[src/rtl/la_iopocseq.sv]
// Power-on sequencer for the POC cell: walks the io ring isolate -> ie -> oe -> release, applies cfg updates under isolation.
// All outputs registered; cfg_ready only in ON. Optional vddio_ok synchronizer under LA_IOPOCSEQ_SYNC_EN (+2 cycles on go).
module la_iopocseq #(
  parameter int CFGW  = 16,
  parameter int RINGW = 8,
  parameter int DLY   = 16
) (
  input  logic             clk,
  input  logic             nreset,
  input  logic             en,
  input  logic             vddio_ok,
  input  logic [CFGW-1:0]  cfg_in,
  input  logic             cfg_valid,
  output logic             cfg_ready,
  output logic [CFGW-1:0]  cfg,
  output logic [RINGW-1:0] ring,
  output logic             up
);

  localparam int CNTW = $clog2(DLY + 1);
  localparam logic [CNTW-1:0] CNT_LAST = CNTW'(DLY - 1);

  localparam logic [2:0] S_OFF    = 3'd0;
  localparam logic [2:0] S_STABLE = 3'd1;
  localparam logic [2:0] S_IEN    = 3'd2;
  localparam logic [2:0] S_OEN    = 3'd3;
  localparam logic [2:0] S_ON     = 3'd4;
  localparam logic [2:0] S_UPDATE = 3'd5;

  logic             pg;
  logic             go;
  logic             timeout;
  logic             xfer;

  logic [2:0]       state_q, state_d;
  logic [CNTW-1:0]  cnt_q, cnt_d;
  logic [CFGW-1:0]  cfg_q, cfg_d;
  logic [RINGW-1:0] ring_q, ring_d;
  logic             up_q, up_d;
  logic             rdy_q, rdy_d;

`ifdef LA_IOPOCSEQ_SYNC_EN
  logic [1:0] sync_q;

  always_ff @(posedge clk) begin
    if (!nreset) begin
      sync_q <= 2'b00;
    end else begin
      sync_q <= {sync_q[0], vddio_ok};
    end
  end

  assign pg = sync_q[1];
`else
  assign pg = vddio_ok;
`endif

  assign go      = en & pg;
  assign timeout = (cnt_q == CNT_LAST);
  assign xfer    = cfg_valid & rdy_q;

  always_comb begin
    state_d = state_q;
    cnt_d   = cnt_q;
    cfg_d   = cfg_q;
    // Abort wins over timeout and over a coincident cfg transfer.
    if ((state_q != S_OFF) && !go) begin
      state_d = S_OFF;
      cnt_d   = '0;
    end else begin
      case (state_q)
        S_OFF: begin
          if (go) begin
            state_d = S_STABLE;
            cnt_d   = '0;
          end
        end
        S_STABLE, S_IEN, S_OEN, S_UPDATE: begin
          if (timeout) begin
            cnt_d = '0;
            case (state_q)
              S_STABLE: state_d = S_IEN;
              S_IEN:    state_d = S_OEN;
              default:  state_d = S_ON;
            endcase
          end else begin
            cnt_d = cnt_q + CNTW'(1);
          end
        end
        S_ON: begin
          if (xfer) begin
            state_d = S_UPDATE;
            cnt_d   = '0;
            cfg_d   = cfg_in;
          end
        end
        default: begin
          state_d = S_OFF;
          cnt_d   = '0;
        end
      endcase
    end
  end

  // Ring outputs are decoded from the next state so they land on the same edge as the transition.
  always_comb begin
    ring_d = '0;
    up_d   = 1'b0;
    rdy_d  = 1'b0;
    case (state_d)
      S_IEN:            ring_d[2:0] = 3'b011;
      S_OEN, S_UPDATE:  ring_d[2:0] = 3'b111;
      S_ON: begin
        ring_d[2:0] = 3'b110;
        up_d        = 1'b1;
        rdy_d       = 1'b1;
      end
      default:          ring_d[2:0] = 3'b001;
    endcase
  end

  always_ff @(posedge clk) begin
    if (!nreset) begin
      state_q <= S_OFF;
      cnt_q   <= '0;
      cfg_q   <= '0;
      ring_q  <= RINGW'(1);
      up_q    <= 1'b0;
      rdy_q   <= 1'b0;
    end else begin
      state_q <= state_d;
      cnt_q   <= cnt_d;
      cfg_q   <= cfg_d;
      ring_q  <= ring_d;
      up_q    <= up_d;
      rdy_q   <= rdy_d;
    end
  end

  assign cfg       = cfg_q;
  assign ring      = ring_q;
  assign up        = up_q;
  assign cfg_ready = rdy_q;

endmodule

[config.mk]
export PLATFORM = sky130hd
export DESIGN_NAME = la_iopocseq
export DESIGN_NICKNAME = d
export VERILOG_FILES = /design/src/rtl/la_iopocseq.sv
export SDC_FILE = /design/constraint.sdc
export NUM_CORES = 1
export LEC_CHECK = 0
export ABC_AREA = 1
export BUFFER_PORTS_ARGS = -buffer_cell sky130_fd_sc_hd__buf_2
export CORE_UTILIZATION = 51
export DETAILED_ROUTE_END_ITERATION = 16
export GPL_ROUTABILITY_DRIVEN = 0
export PLACE_DENSITY = 0.85
export SYNTH_ARGS = -nofsm -noshare
export SYNTH_HDL_FRONTEND = slang
export SYNTH_SLANG_ARGS = --single-unit
[constraint.sdc]
create_clock -name clk -period 4.2 [get_ports clk]
set_clock_uncertainty 0.1 [all_clocks]
set_input_delay 0.84 -clock clk [delete_from_list [all_inputs] [get_ports clk]]
set_output_delay 0.84 -clock clk [all_outputs]
set_load 0.005 [all_outputs]
==> reports/qor.csv <==
stage,metric,value,unit
outcome,status,"complete, no violations",
cells_and_area,syn_to_final_growth,17.1,%
clock_tree,cts_resized,0,
clock_tree,cts.clk_slew.worst_paths,0.14,ns
die,start_util,54.8,%
global_routing,grt_max_degree,23,
placement,dp_cells,221,
yosys,ys_types,25,
critical_path,crit_type,in2reg,
pwr,leakagePower,0.727,nW
critical_path,crit_top_cell,nand2_1,
sta,setup_tns,0,ns
critical_path,worstPathRequired,4.38,ns
sta,slew_violations,0,
clock_tree,cts_buffer_depth,2,
cells_and_area,fillers,205,
cells_and_area,final_cell_mix,"buf_2 (41), dfxtp_1 (28), nor2_1 (24)",
cells_and_area,fin_nets,220,
pwr,powerDensity,295,nW/um^2
global_routing,grtUsageTotal,22.3,%
yosys,ys_ff_latch,28,
clock_tree,post-cts-setup-buffer-count,0,
detailed_routing,num_vias,1145,
die,core,2250,sq um
run,maxCapViolCount,0,
sta,finalCriticalPeriod,1.92,ns
clock_tree,clockRootBuffer,clkbuf_4,
global_routing,antenna_found_initial,0,
pwr,total_power,0.427,mW
clock_tree,cts_tree,built,
global_routing,grt_overflow,0,
clock_tree,htree_num_levels,1,
sta,slew_headroom,48.7,%
detailed_routing,finalWirelength,2600,um
yosys,syn_inst,160,
clock_tree,cts.sinks,28,
sta,setup_violations,0,
cells_and_area,final_common_cell,buf_2,
sta,tightest_slew,0.768,ns
pwr,ir_drop,0.209,mV
detailed_routing,first_pass_iters,4,
clock_tree,cts_made_buffers,3,
critical_path,reg2reg_slack,2.65,ns
die,die_w,51.2,um
critical_path,cp-end-kind,flip-flop,
critical_path,crit_chain,"buf_2, nand2_1, inv_1, o21ai_2, nand2_1, a21oi_1",
sta,rsz0062_at_grt,no,
critical_path,critPathTopFamily,simple AND/OR/NAND/NOR gates,
min_path,min_path_type,reg2reg,
detailed_routing,ant_nets,0,
critical_path,critPathSlowestCell,nand2_1,
sta,hold_ws,0.405,ns
clock_tree,clk_latency,0.34,ns
sta,final_hold_viol_count,0,
detailed_routing,wl_per_cell,11.6,um
cells_and_area,post_layout_nonfiller_instances,225,
min_path,min_from,cnt_q[0],
cells_and_area,antennaDiodeCount,0,
global_routing,grt_pass1_wl,4400,um
yosys,synthesis.area,1230,sq um
yosys,yosys_warnings,0,
critical_path,cp-start-kind,primary input,
yosys,syn_avg_cell_area,7.72,sq um
die,fp.dieH,51.2,um
sta,finalCritPeriodShare,45.7,%
die,die_area,2620,sq um
min_path,hold_end,cnt_q[0],
critical_path,reg2reg_depth,5,
yosys,yosys.area.top_type,dfxtp_1,
critical_path,reg2reg_to,cfg[9],
critical_path,cp_num_buf_inv,2,
critical_path,slowest_delay,0.56,ns
critical_path,worst-path-max-fanout,22,
clock_tree,cts_hold_buf,0,
sta,max_freq,0.521,GHz
yosys,synth_seq_area_share,45.4,%
critical_path,cp.arrival,2.10,ns
yosys,synth_top_area_share,45.4,%
yosys,ys_top_cells_by_area,"dfxtp_1 (45%), nor2_1 (7.3%), nor3_1 (6.9%)",
critical_path,reg2reg_from,state_q[0],
die,row_count,17,
detailed_routing,drc,0,
min_path,min_delay_path_depth,2,
detailed_routing,vias_per_cell,5.09,
placement,place_hpwl,1880,um
cells_and_area,design_area,1450,sq um
global_routing,grt_pass1_vias,1044,
cells_and_area,drive_gt1_share,28.4,%
placement,dpl-instance-area,1410,sq um
placement,port_buffers,41,
detailed_routing,first_iter_violations,21,
die,io_pins,47,
registers in the layout, summed over array words and instances, names as in the netlist:
signal / count
cfg: 16
cnt_q: 5
ring: 3
cfg_ready: 1
state_q: 3
layer usage:
metal	GRT usage, %	wire, um
met2	36.6	1240
met1	27.8	1140
met4	13.1	70
met3	2.98	152
met5	0	0
area by class of cell:
cell class / count / area (sq um) / share of cell area (%)
tap: 28 / 35.0 / 2.42
clock buffer: 4 / 36.3 / 2.51
inverter: 13 / 48.8 / 3.37
timing repair buffer: 41 / 205 / 14.2
sequential: 28 / 561 / 38.8
multi-input combinational: 111 / 561 / 38.8
worst min-delay path: stages, from the launching register on:
cell and delay (ns):
dfxtp_1 0.36, nand2_1 0.07, a21oi_1 0.05
cells in the mapped netlist:
library cell and instances:
dfxtp_1 28, nor2_1 24, nand2_1 20, nor3_1 17, inv_1 11, o21ai_1 10
nand3_1 9, o21ai_0 7, buf_4 6, buf_2 4, a21oi_1 3, nand2_2 3
nor2_4 3, a22oi_1 2, inv_2 2, xor2_1 2, a21boi_1 1, a21oi_2 1
buf_6 1, clkbuf_1 1, conb_1 1, ha_1 1, nand3_4 1, nand4_1 1
o21ai_2 1
report_power, final:
part / leakage (nW) / switching [mW] / internal [mW]
Clock: 0.0210 / 0.0786 / 0.0533
Sequential: 0.226 / 0.00121 / 0.267
Combinational: 0.481 / 0.0168 / 0.0106
logic make-up after synthesis:
family,synth area share [%]
buf+inv,10.4
flops,45.4
other cells,0.304
fa+ha+maj,1.01
simple gates,30.1
compound gates,11.3
xor+xnor,1.42
through the flow:
step                      worst slack (ns)  util [%]
after detailed placement              1.92      62.5
after global placement                1.99      62.5
after global routing                  2.12      64.2
after floorplan                       2.44         -
final                                 2.28      64.2
after CTS                             2.28      64.2
worst max path at each step:
stage	from	to	slack [ns]	cells past startpoint
after floorplan	en	cfg_ready	2.44	8
after global placement	en	ring[1]	1.99	7
after detailed placement	en	ring[0]	1.92	7
after CTS	en	ring[0]	2.28	7
after global routing	en	cfg[15]	2.12	5
final	en	cnt_q[3]	2.28	6
Power figures use the tool's default switching activity.
